==> src/rtl/rv32i_mem_access.sv <==
// Load/store and writeback stage: passes ALU results to the register file and runs
// Avalon-MM data-bus loads/stores, stalling upstream while an access is in flight.
module rv32i_mem_access #(
  parameter logic [31:0] ADDR_RESET_VAL = 32'h0000_0000,
  parameter int          MEM_WIDTH      = 32
) (
  input  logic                 clk,
  input  logic                 reset_n,
  input  logic                 ex_valid,
  input  logic                 ex_load,
  input  logic                 ex_store,
  input  logic [2:0]           ex_funct3,
  input  logic [31:0]          ex_addr,
  input  logic [31:0]          ex_wdata,
  input  logic [4:0]           ex_rd_idx,
  input  logic [31:0]          ex_rd_val,
  output logic [4:0]           rd_idx,
  output logic [31:0]          new_rd,
  output logic                 stall,
  output logic                 misaligned,
  output logic [31:0]          misaligned_addr,
  output logic [31:0]          mem_addr,
  output logic                 mem_rd,
  output logic                 mem_wr,
  output logic [MEM_WIDTH-1:0] mem_wdata,
  output logic [3:0]           mem_be,
  input  logic [MEM_WIDTH-1:0] mem_rdata,
  input  logic                 mem_waitreq,
  input  logic                 mem_rdvalid
);

  typedef enum logic [1:0] {S_IDLE, S_REQ, S_RESP} state_t;

  state_t      r_state;
  logic        r_is_load;
  logic [2:0]  r_funct3;
  logic [1:0]  r_off;
  logic [4:0]  r_rd_idx;

  logic        w_mem_op;
  logic        w_misaligned;

  assign w_mem_op     = ex_load | ex_store;
  assign w_misaligned = ((ex_funct3[1:0] == 2'b01) && ex_addr[0]) ||
                        ((ex_funct3[1:0] == 2'b10) && (ex_addr[1:0] != 2'b00));

  // stall is a pure decode of the state register, so reset drops it at once
  assign stall = (r_state != S_IDLE);

  function automatic logic [31:0] fmt_load(input logic [2:0] f3, input logic [1:0] off,
                                           input logic [31:0] d);
    logic [7:0]  b;
    logic [15:0] h;
    b = d[{off, 3'b000} +: 8];
    h = off[1] ? d[31:16] : d[15:0];
    case (f3)
      3'b000:  fmt_load = {{24{b[7]}}, b};
      3'b100:  fmt_load = {24'h0, b};
      3'b001:  fmt_load = {{16{h[15]}}, h};
      3'b101:  fmt_load = {16'h0, h};
      default: fmt_load = d;
    endcase
  endfunction

  always_ff @(posedge clk or negedge reset_n) begin
    if (!reset_n) begin
      r_state         <= S_IDLE;
      r_is_load       <= 1'b0;
      r_funct3        <= 3'b000;
      r_off           <= 2'b00;
      r_rd_idx        <= 5'd0;
      rd_idx          <= 5'd0;
      new_rd          <= 32'h0;
      misaligned      <= 1'b0;
      misaligned_addr <= ADDR_RESET_VAL;
      mem_addr        <= ADDR_RESET_VAL;
      mem_rd          <= 1'b0;
      mem_wr          <= 1'b0;
      mem_wdata       <= '0;
      mem_be          <= 4'b0000;
    end else begin
      rd_idx     <= 5'd0;
      misaligned <= 1'b0;
      case (r_state)
        S_IDLE: begin
          if (ex_valid && !w_mem_op) begin
            rd_idx <= ex_rd_idx;
            new_rd <= ex_rd_val;
          end else if (ex_valid && w_misaligned) begin
            misaligned      <= 1'b1;
            misaligned_addr <= ex_addr;
          end else if (ex_valid) begin
            mem_addr  <= {ex_addr[31:2], 2'b00};
            mem_rd    <= ex_load;
            mem_wr    <= ex_store;
            r_is_load <= ex_load;
            r_funct3  <= ex_funct3;
            r_off     <= ex_addr[1:0];
            r_rd_idx  <= ex_rd_idx;
            r_state   <= S_REQ;
            if (ex_load) begin
              mem_be <= 4'b1111;
            end else begin
              case (ex_funct3[1:0])
                2'b00: begin
                  mem_be    <= 4'b0001 << ex_addr[1:0];
                  mem_wdata <= {4{ex_wdata[7:0]}};
                end
                2'b01: begin
                  mem_be    <= ex_addr[1] ? 4'b1100 : 4'b0011;
                  mem_wdata <= {2{ex_wdata[15:0]}};
                end
                default: begin
                  mem_be    <= 4'b1111;
                  mem_wdata <= ex_wdata;
                end
              endcase
            end
          end
        end
        S_REQ: begin
          if (!mem_waitreq) begin
            mem_rd  <= 1'b0;
            mem_wr  <= 1'b0;
            r_state <= r_is_load ? S_RESP : S_IDLE;
          end
        end
        S_RESP: begin
          if (mem_rdvalid) begin
            rd_idx  <= r_rd_idx;
            new_rd  <= fmt_load(r_funct3, r_off, mem_rdata);
            r_state <= S_IDLE;
          end
        end
        default: r_state <= S_IDLE;
      endcase
    end
  end

endmodule

==> config.mk <==
export PLATFORM = sky130hd
export DESIGN_NAME = rv32i_mem_access
export DESIGN_NICKNAME = d
export VERILOG_FILES = /design/src/rtl/rv32i_mem_access.sv
export SDC_FILE = /design/constraint.sdc
export NUM_CORES = 1
export LEC_CHECK = 0
export BUFFER_PORTS_ARGS = -buffer_cell sky130_fd_sc_hd__buf_4
export CAP_MARGIN = 25
export CORE_UTILIZATION = 40
export CTS_CLUSTER_DIAMETER = 60
export CTS_CLUSTER_SIZE = 40
export DETAILED_ROUTE_END_ITERATION = 8
export PLACE_DENSITY = 0.67
export SYNTH_ARGS = -nofsm -noshare
export SYNTH_HDL_FRONTEND = slang
export SYNTH_SLANG_ARGS = --single-unit
==> constraint.sdc <==
create_clock -name clk -period 1.83 [get_ports clk]
set_input_delay 0.366 -clock clk [delete_from_list [all_inputs] [get_ports clk]]
set_output_delay 0.366 -clock clk [all_outputs]
set_load 0.02 [all_outputs]
# Word level (Yosys, flattened, before mapping)
# Cells that the tools add are included.
[totals]
word_cells = 83
ff_bits = 151
out_inout_bits = 141
romBits = 0
latchBits = 0
ram_bits = 0
memories = 0
[classes]
n_bitwise = 4
addsub = 0
n_div = 0
eq_ne = 13
multipliers = 0
reduce_logical = 19
muxes = 31
order_cmp = 0
n_shift = 2
[ops]
columns = ["operator", "n"]
rows = [
  ["$pmux 32 s2", 2],
  ["$pmux 32 s4", 1],
  ["$mux 32", 2],
  ["$shiftx 32x6->8", 1],
  ["$mux 16", 1],
  ["$reduce_and 5->1", 3],
  ["$mux 2", 6],
  ["$ne 2x2->1 const B", 6],
  ["$mux 1", 10],
  ["$mux 5", 2],
  ["$pmux 5 s2", 1],
  ["$mux 4", 2],
  ["$pmux 4 s2", 1],
  ["$reduce_bool 2->1", 4],
  ["$eq 3x3->1 const B", 2],
  ["$pmux 2 s3", 1],
  ["$reduce_and 3->1", 2],
  ["$eq 2x1->1 const B", 2],
  ["$eq 2x2->1 const B", 2],
  ["$logic_and 1x1->1", 4],
  ["$logic_not 2->1", 2],
  ["$pmux 1 s2", 2],
  ["$reduce_and 4->1", 1],
  ["$shl 1x2->4 const A", 1],
  ["6 further kinds", 8],
]

# Depth between registers and ports, before layout
# Gate-level depths: netlist (run 1).
[logic_depth]
word_depth = 7
depth_mapped = 7
depth_no_buf = 4

# Worst setup path after synthesis (run 1)
# No wires, ideal clock.
[synth_path]
path_type = "input port to flip-flop"
start = "input ex_funct3[0]"
end = "register mem_wdata[24]"
path_slack_ns = 0.120
t_arrival_ns = 1.585
stages = 6
cell_sequence = "buf_2 > xor2_1 > a221oi_4 > nand2_4 > buf_6 > mux2_4"
[synth_between]
elab_chain_cells = 6
[synth_rtl]
columns = ["element", "line_no", "source"]
rows = [
  ["start, declared", "12", "input logic [2:0] ex_funct3,"],
  ["$eq 2x1->1 or $eq 2x2->1 (tied branches)", "44, 104, 45", ""],
  ["$logic_and 1x1->1, on equally long branches", "44, 45", ""],
  ["$logic_or 1x1->1", "44", "assign w_misaligned = ((ex_funct3[1:0] == 2'b01) && ex_addr[0]) ||"],
  ["$logic_and 1x1->1", "89", "end else if (ex_valid && w_misaligned) begin"],
  ["$not 1->1 (no source line)", "-", ""],
  ["$reduce_and 5->1 (no source line)", "-", ""],
  ["end signal, assigned", "107", "mem_wdata <= {4{ex_wdata[7:0]}};"],
  ["end signal, assigned", "111", "mem_wdata <= {2{ex_wdata[15:0]}};"],
  ["end signal, assigned", "115", "mem_wdata <= ex_wdata;"],
  ["end, declared", "25", "output logic [MEM_WIDTH-1:0] mem_wdata,"],
]
# Parallel ways exist; a longest one is shown, timed or not.
# A chain may end at the register's enable or synchronous reset.

# Worst setup path after layout (run 1)
[layout_path]
start = "register r_state[1]"
end = "output stall"
[layout_between]
elab_chain_cells = 1
[layout_rtl]
columns = ["element", "line_no", "source"]
rows = [
  ["start, declared", "34", "state_t r_state;"],
  ["start signal, assigned", "125", "r_state <= r_is_load ? S_RESP : S_IDLE;"],
  ["$reduce_bool 2->1", "48", "assign stall = (r_state != S_IDLE);"],
  ["end, declared", "19", "output logic stall,"],
]
# No other way between the ends.

==> flow_summary_export.csv, run 1 <==
group,metric,value,unit
logic_synthesis,synthTopCellsByArea,"dfrtp_1, mux2_2, mux2i_1",
critical_path,critPathArrivalTime,1380,ps
critical_path,slowest_stage,"dfrtp_1",
final_layout,syn2layout_area_growth,43.2,%
sta,fin_crit,1740,ps
critical_path,crit_family,"flip-flops",
final_layout,fin_cells,1123,
global_routing,grt_pass1_wl,30900,um
critical_path,cp_data_required_time,1460,ps
run_status,status,"finished, final reports clean",
sta,drv_slew,0,
critical_path,cp_cell_sequence,"nor2_1 > buf_4 > inv_1 > buf_4",
power_and_ir_drop,powerDensity,1730,mW/mm2
global_routing,antenna_found_initial,0,
sta,hold_slack,168,ps
cts,clk_latency,420,ps
floorplanning,die-area,0.0182,mm2
power_and_ir_drop,leakagePower,4.76,nW
cts,numCtsBuffers,17,
global_routing,overflow,0,
logic_synthesis,synth_top_area_share,53.4,%
sta,finClkSkew,7.29,ps
sta,rsz0062_at_grt,"no",
hold_path,hold_class,"in2reg",
critical_path,critPathLaunchType,"flop",
sta,setup_viol,0,
final_layout,antenna_cells,0,
floorplanning,initial_core_util,40.9,%
power_and_ir_drop,p_comb_share,46.7,%
cts,clock-root-buffer,"clkbuf_16",
logic_synthesis,post_synth.cell_area_avg,11.9,um2
floorplanning,pin_count,284,
final_layout,fillers,1530,
power_and_ir_drop,power_switching,0.00671,W
global_routing,track_usage,22.4,%
logic_synthesis,synth_warnings,0,
cts,clk_pin_slew,60,ps
cts,cts_tree,"built",
power_and_ir_drop,p_clk_share,19.5,%
critical_path,worst-path-buf-inv,3,
logic_synthesis,postSynthCellCount,595,
final_layout,drive_above_1_share,50.7,%
job,maxCapViolations,0,
power_and_ir_drop,swShare,38.2,%
logic_synthesis,ys_seq_area_share,53.4,%
power_and_ir_drop,total_power,0.0176,W
floorplanning,core,0.0173,mm2
logic_synthesis,synth_top_cell_by_area,"dfrtp_1",
logic_synthesis,yosysUniqueCellTypes,54,
drt,ant_nets,0,
power_and_ir_drop,intPower,0.0108,W
power_and_ir_drop,pwr-share-seq,33.7,%
logic_synthesis,ys_seq_elements,151,
floorplanning,die_h,135,um
floorplanning,fp-row-count,48,
cts,cts_resized,0,
critical_path,rrSetupSlack,90,ps
placed_design,placed_cells,1090,
critical_path,crit_fanout,7,
drt,drc,0,
drt,vias,5815,
drt,drt-initial-drc-count,232,
global_routing,grt_pass1_vias,5753,
final_layout,utilization,58.5,%
drt,viasPerCell,5.18,
critical_path,end_kind,"output pin",
final_layout,fin_nets,1028,
drt,firstDrtPassIters,4,
drt,wl,19900,um
drt,wl_per_cell,17.8,um
sta,hold_violations,0,
logic_synthesis,synth-main-ff-cell,"dfrtp_1",
critical_path,critPathKind,"reg2out",
cts,cts_sinks,151,
global_routing,grt_max_degree,50,
critical_path,crit_path_frequent_cell,"buf_4",
power_and_ir_drop,ir_drop,0.926,mV
floorplanning,die_w,135,um
logic_synthesis,synth_edf_count,0,
cts,h-tree-depth,4,
logic_synthesis,async_reset_ff_share,100,%
cts,cts_max_path_buffers,2,
placed_design,routabilityCongestion,0.804,
sta,period_share,95.3,%
sta,fmax,573,MHz
placed_design,dp_hpwl,14900,um
placed_design,io_buffers,281,
critical_path,max_stage_delay,450,ps
logic_synthesis,synth_area,0.00707,mm2
## sequential cells by signal (all words and copies together) (netlist names)
signal / flops
mem_be: 4
r_funct3: 3
r_rd_idx: 5
mem_rd: 1
r_is_load: 1
mem_wr: 1
mem_wdata: 32
mem_addr: 30
misaligned: 1
rd_idx: 5
new_rd: 32
misaligned_addr: 32
r_off: 2
r_state: 2
## synthesized netlist by cell type (4+ instances only)
library cell / instances
inv_1: 7
buf_4: 8
nand2_1: 39
dfrtp_1: 151
a211oi_1: 16
clkbuf_1: 15
nand2b_1: 4
a22oi_1: 12
nor2_1: 32
buf_6: 7
a22o_1: 8
a31oi_1: 17
nor2b_1: 8
mux2i_1: 32
o21ai_0: 28
mux2_4: 9
mux2_2: 87
a21oi_1: 35
buf_2: 12
nor3_1: 16
a221oi_1: 4
o22ai_1: 4
## path summary, 6_finish.rpt
path | start | end | depth (start not counted)
hold reg to reg | new_rd[2]$_DFFE_PN0P_ | new_rd[2]$_DFFE_PN0P_ | 2
min in group asynchronous | reset_n | misaligned_addr[16]$_DFFE_PN0P_ | 2
setup reg to reg | r_state[1]$_DFFE_PN0P_ | mem_addr[20]$_DFFE_PN0P_ | 5
hold / removal | mem_rdvalid | r_state[1]$_DFFE_PN0P_ | 2
setup / recovery | r_state[1]$_DFFE_PN0P_ | stall | 4
max in group asynchronous | reset_n | mem_wdata[6]$_DFFE_PN0P_ | 3
## worst reg2reg max path, cell delays in order, from the launching register on
cell      delay [ps]
dfrtp_1          450
nor2_1           190
nand3b_1         170
nor2_4           210
buf_4            240
mux2_2           360
## through the flow
step | TNS (ps) | area, um2 | worst slack [ps]
4_1_cts | 0 | 10100 | 79.8
2_1_floorplan | 0 | 7080 | 120
5_1_grt | 0 | 10100 | 11.0
6_report | 0 | 10100 | 86.2
3_5_place_dp | -2660 | 9540 | -88.2
3_3_place_gp | -709 | 9540 | -26.8
## layer usage
layer,global-route usage [%],wire length (um),share of wire (%)
met1,28.6,8390,42
met2,36.1,9790,49
met3,7.36,1500,7.5
met4,6.43,265,1.3
met5,0,0,0
## timing repair
item,CTS,global route
endpoints found under the hold margin,28,0
buffers inserted,0,0
hold buffers,1,0
## power groups by stage
stage / registers (W) / clock network [W] / logic, W
6_report: 0.00592 / 0.00342 / 0.00820
3_5_place_dp: 0.00595 / 0 / 0.00828
5_1_grt: 0.00613 / 0.00366 / 0.00874
4_1_cts: 0.00593 / 0.00350 / 0.00828
3_3_place_gp: 0.00592 / 0 / 0.00818
2_1_floorplan: 0.00761 / 0 / 0.00289
## kinds of logic after synthesis
logic type,after synthesis,synth area share (%)
compound gates,141,13.2
xor+xnor,1,0.124
buf+inv,51,4.09
flops,151,53.4
mux,131,20.9
other cells,1,0.0530
simple gates,119,8.21
## layout make-up
cell class	instances	area, um2	area share, %
sequential	151	3780	37.3
multi-input combinational	394	3020	29.8
timing repair buffer	314	2450	24.2
clock buffer	20	457	4.51
tap	225	282	2.78
clock inverter	12	115	1.14
inverter	7	26.3	0.260
## cell usage in the layout, fill, tap and decap left out, types with 16 or more instances in the layout
cell type	n
a211oi_1	16
a21oi_1	35
a31oi_1	17
buf_4	305
clkbuf_16	17
dfrtp_1	151
mux2_2	87
mux2i_1	32
nand2_1	39
nor2_1	31
nor3_1	16
o21ai_0	28
No activity file was read; power rests on OpenSTA's default activity.
==> inputs of run 2 (changes only) <==
- GPL_TIMING_DRIVEN: not set -> 0
==> flow_summary_export.csv, run 2 (synthesis results as in run 1) <==
group,metric,value,unit
run_status,status,"finished, final reports clean",
drt,ant_nets,0,
drt,firstDrtPassIters,5,
sta,relSlewSlack,45.8,%
hold_path,hold_class,"in2reg",
sta,period_share,97.5,%
critical_path,cp_data_required_time,2130,ps
critical_path,end_kind,"flop",
power_and_ir_drop,powerDensity,1730,mW/mm2
critical_path,slowest_stage,"or4b_4",
floorplanning,die-area,0.0182,mm2
final_layout,fin_cells,1141,
final_layout,utilization,59.1,%
sta,worst_pin_slew,813,ps
sta,rsz0062_at_grt,"yes",
sta,setup_ws,46.5,ps
sta,fin_crit,1780,ps
cts,cts_max_path_buffers,2,
floorplanning,core,0.0173,mm2
cts,clk_pin_slew,70,ps
critical_path,cp_cell_sequence,"or4b_4 > a21o_4 > buf_6 > nor3_1 > a211oi_2",
final_layout,antenna_cells,0,
global_routing,antenna_found_initial,0,
power_and_ir_drop,leakagePower,4.81,nW
final_layout,top_regs,"mem_wdata x32, misaligned_addr x32, new_rd x32",
drt,drc,0,
global_routing,grt_pass1_vias,5917,
floorplanning,die_h,135,um
cts,clk_latency,430,ps
cts,cts_tree,"built",
final_layout,mostFrequentLayoutCells,"buf_4, dfrtp_1, mux2_2, nand2_1, a21oi_1",
drt,wl,21000,um
placed_design,dp_hpwl,15400,um
global_routing,track_usage,23.3,%
floorplanning,die_w,135,um
sta,hold_violations,0,
sta,fmax,561,MHz
power_and_ir_drop,ir_drop,1.00,mV
sta,finClkSkew,10.1,ps
sta,setup_viol,0,
drt,drt-initial-drc-count,258,
floorplanning,pin_count,284,
critical_path,critPathKind,"reg2reg",
critical_path,critPathArrivalTime,2090,ps
drt,viasPerCell,5.19,
placed_design,place_ws,-223,ps
critical_path,critPathLaunchType,"flop",
cts,h-tree-depth,4,
job,maxCapViolations,0,
final_layout,syn2layout_area_growth,44.5,%
drt,wl_per_cell,18.4,um
sta,drv_slew,0,
floorplanning,fp-row-count,48,
global_routing,grt_pass1_wl,32100,um
placed_design,routabilityCongestion,0.824,
final_layout,drive_above_1_share,51.4,%
drt,vias,5924,
placed_design,placed_cells,1102,
global_routing,grt_max_degree,90,
global_routing,overflow,0,
cts,numCtsBuffers,17,
cts,clock-root-buffer,"clkbuf_16",
critical_path,max_stage_delay,540,ps
final_layout,layout_commonest_cell,"buf_4",
critical_path,crit_fanout,10,
floorplanning,initial_core_util,40.9,%
final_layout,fin_nets,1046,
placed_design,io_buffers,280,
cts,cts_sinks,151,
-- run 2: cell types whose count changed in the layout (fill, tap and decap cells not counted), moves of 4 or more --
cell / before / now
buf_6: 1 / 13
clkbuf_1: 1 / 9
buf_4: 305 / 289
buf_12: 7 / 1
buf_2: 0 / 11
clkbuf_2: 0 / 4
-- run 2: worst paths after layout --
path	depth (start not counted)	slack, ps	to	startpoint
min reg2reg	1	490	mem_addr[4]$_DFFE_PN0P_	mem_addr[4]$_DFFE_PN0P_
max in group asynchronous	3	470	r_state[1]$_DFFE_PN0P_	reset_n
max	5	50	new_rd[21]$_DFFE_PN0P_	r_state[1]$_DFFE_PN0P_
max reg2reg	5	50	new_rd[21]$_DFFE_PN0P_	r_state[1]$_DFFE_PN0P_
min in group asynchronous	2	470	misaligned_addr[16]$_DFFE_PN0P_	reset_n
min	2	160	r_state[1]$_DFFE_PN0P_	mem_rdvalid
-- run 2: through the flow --
step / cell area, um2 / TNS, ps / hold slack (ps) / power, W
after floorplan: 7080 / 0 / 70.4 / 0.0105
after global routing: 10200 / -49.6 / 151 / 0.0187
after detailed placement: 9490 / -12160 / 394 / 0.0141
after global placement: 9460 / -72930 / 473 / 0.0140
final: 10200 / 0 / 155 / 0.0177
after CTS: 10100 / 0 / 140 / 0.0177
-- run 2: timing repair --
item | in CTS | in global routing
resized for setup | 5 | 26
hold buffers | 1 | 0
setup endpoints to repair | 79 | 100
gates cloned | 0 | 2
pin swaps | 2 | 3
setup buffers | 2 | 5
hold endpoints to repair | 62 | 0
-- run 2: worst max-delay path: cells and delay by family (launching register included) --
kind                   cells  cell delay, ps
AO/OA/AOI/OAI              2             320
buffers and inverters      1             160
flip-flops                 1             460
AND/OR/NAND/NOR            2             720
-- run 2: area by class of cell --
class	count	area (um2)
fill	1505	7080
sequential	151	3780
multi-input combinational	394	3050
timing repair buffer	291	2230
clock buffer	18	439
tap	225	282
buffer	41	273
clock inverter	14	136
inverter	7	26.3
-- run 2: per-layer routing --
metal,global-route usage [%],vias up,routed length (um)
met5,0,-,0
met4,9.30,0,431
met3,6.27,35,1610
met2,38.5,231,10200
met1,28.9,2873,8730
li1,-,2785,-
-- run 2: report_power, final --
group | switching (W) | internal, W
Clock | 0.00152 | 0.00194
Sequential | 0.000918 | 0.00494
Combinational | 0.00443 | 0.00394
==> inputs of run 3 (changes only) <==
- CORE_UTILIZATION: 40 -> 35
- PLACE_DENSITY: 0.67 -> 0.6
==> flow_summary_export.csv, run 3 (synthesis results as in run 1) <==
group,metric,value,unit
run_status,status,"finished, final reports clean",
drt,drc,0,
critical_path,critPathArrivalTime,2100,ps
critical_path,critPathKind,"reg2reg",
drt,firstDrtPassIters,4,
cts,cts_sinks,151,
floorplanning,core,0.0197,mm2
sta,hold_slack,183,ps
power_and_ir_drop,ir_drop,0.874,mV
sta,rsz0062_at_grt,"yes",
critical_path,end_kind,"flop",
final_layout,layout.area.seq,0.00378,mm2
final_layout,drive_above_1_share,51.9,%
global_routing,overflow,0,
floorplanning,initial_core_util,36.0,%
sta,relSlewSlack,47.8,%
job,maxCapViolations,0,
drt,wl_per_cell,18.4,um
final_layout,layout_commonest_cell,"buf_4",
drt,ant_nets,0,
floorplanning,die_w,144,um
global_routing,track_usage,20.7,%
cts,h-tree-depth,4,
sta,fmax,565,MHz
final_layout,top_regs,"mem_wdata x32, misaligned_addr x32, new_rd x32",
hold_path,hold_class,"in2reg",
final_layout,syn2layout_area_growth,46.3,%
final_layout,mostFrequentLayoutCells,"buf_4, dfrtp_1, mux2_2, nand2_1, a21oi_1",
final_layout,antenna_cells,0,
critical_path,crit_fanout,8,
drt,viasPerCell,5.06,
cts,clk_pin_slew,60,ps
global_routing,grt_max_degree,78,
global_routing,grtUsageMet1,27.3,%
sta,worst_pin_slew,783,ps
critical_path,slowest_stage,"or4b_4",
final_layout,fillers,1843,
critical_path,r2r-start,"r_state[1]$_DFFE_PN0P_",
floorplanning,die_h,144,um
critical_path,critPathLaunchType,"flop",
sta,drv_slew,0,
global_routing,grt_use_met2,32.9,%
critical_path,max_stage_delay,540,ps
placed_design,dp_hpwl,16100,um
floorplanning,fp-row-count,51,
cts,clock-root-buffer,"clkbuf_16",
floorplanning,die-area,0.0208,mm2
sta,fin_tns_setup,0,ps
placed_design,io_buffers,280,
power_and_ir_drop,total_power,0.0179,W
drt,drt-initial-drc-count,262,
cts,numCtsBuffers,17,
drt,wl,21700,um
sta,finClkSkew,9.10,ps
cts,clk_latency,420,ps
critical_path,startpoint,"r_state[1]$_DFFE_PN0P_",
hold_path,min_from,"ex_rd_idx[0]",
final_layout,fin_nets,1046,
global_routing,use_met3,6.09,%
critical_path,cp_data_required_time,2160,ps
power_and_ir_drop,leakagePower,4.83,nW
final_layout,multi_input_area,0.00308,mm2
cts,cts_max_path_buffers,2,
global_routing,grt_busiest_layer,"met2",
drt,vias,5966,
floorplanning,pin_count,284,
sta,period_share,96.7,%
sta,setup_viol,0,
sta,hold_violations,0,
global_routing,grt_pass1_wl,32400,um
critical_path,cp_cell_sequence,"or4b_4 > a21oi_4 > buf_12 > buf_6 > buf_4 > nor2_1 > a21oi_1",
sta,fin_crit,1770,ps
global_routing,grt_pass1_vias,5886,
global_routing,antenna_found_initial,0,
cts,cts_tree,"built",
power_and_ir_drop,powerDensity,1730,mW/mm2
placed_design,routabilityCongestion,0.845,
## run 3: final timing paths
path / slack [ps] / depth (start not counted) / end
setup / recovery: 60 / 7 / new_rd[1]$_DFFE_PN0P_
setup reg to reg: 60 / 7 / new_rd[1]$_DFFE_PN0P_
max in group asynchronous: 490 / 3 / new_rd[13]$_DFFE_PN0P_
hold / removal: 180 / 2 / rd_idx[0]$_DFF_PN0_
hold reg to reg: 490 / 1 / mem_addr[5]$_DFFE_PN0P_
min in group asynchronous: 510 / 2 / mem_wdata[0]$_DFFE_PN0P_
## run 3: area by class of cell
class,instances,share of cell area (%)
Timing Repair Buffer,290,21.6
Clock buffer,21,4.55
Tap cell,265,3.20
Clock inverter,10,1.38
Inverter,7,0.254
Multi-Input combinational cell,394,29.8
Sequential cell,151,36.5
Buffer,42,2.71
## run 3: critical path, delay by kind of cell, from the launching register on
family	cells	cell delay, ps
AO/OA/AOI/OAI	2	280
buffers and inverters	3	380
flip-flops	1	450
AND/OR/NAND/NOR	2	580
## run 3: stage by stage
step	utilization (%)	cells	setup WS, ps	area (um2)
after floorplan	-	596	120	7080
after global placement	48.4	1141	-427	9510
after detailed placement	48.5	1142	-325	9540
after CTS	51.9	1176	-3.85	10200
after global routing	52.6	1180	-15.0	10300
final	52.6	1180	60.1	10300
## run 3: repair_timing
item                       in CTS  in global routing
pin swaps                       2                  2
setup endpoints to repair     101                105
hold buffers                    1                  0
gates resized for setup         6                 31
gates cloned                    0                  1
hold endpoints to repair        4                  0
setup buffers                   3                  4
## run 3: where the power goes
group	total, W	switching, W	internal [W]
logic	0.00842	0.00446	0.00396
clock network	0.00365	0.00140	0.00226
registers	0.00587	0.000925	0.00495
## run 3: layer usage
layer  wire [um]  up-vias
met5           0        -
met4         377        0
met3        1530       29
met2       10300      220
met1        9490     2929
li1            -     2788
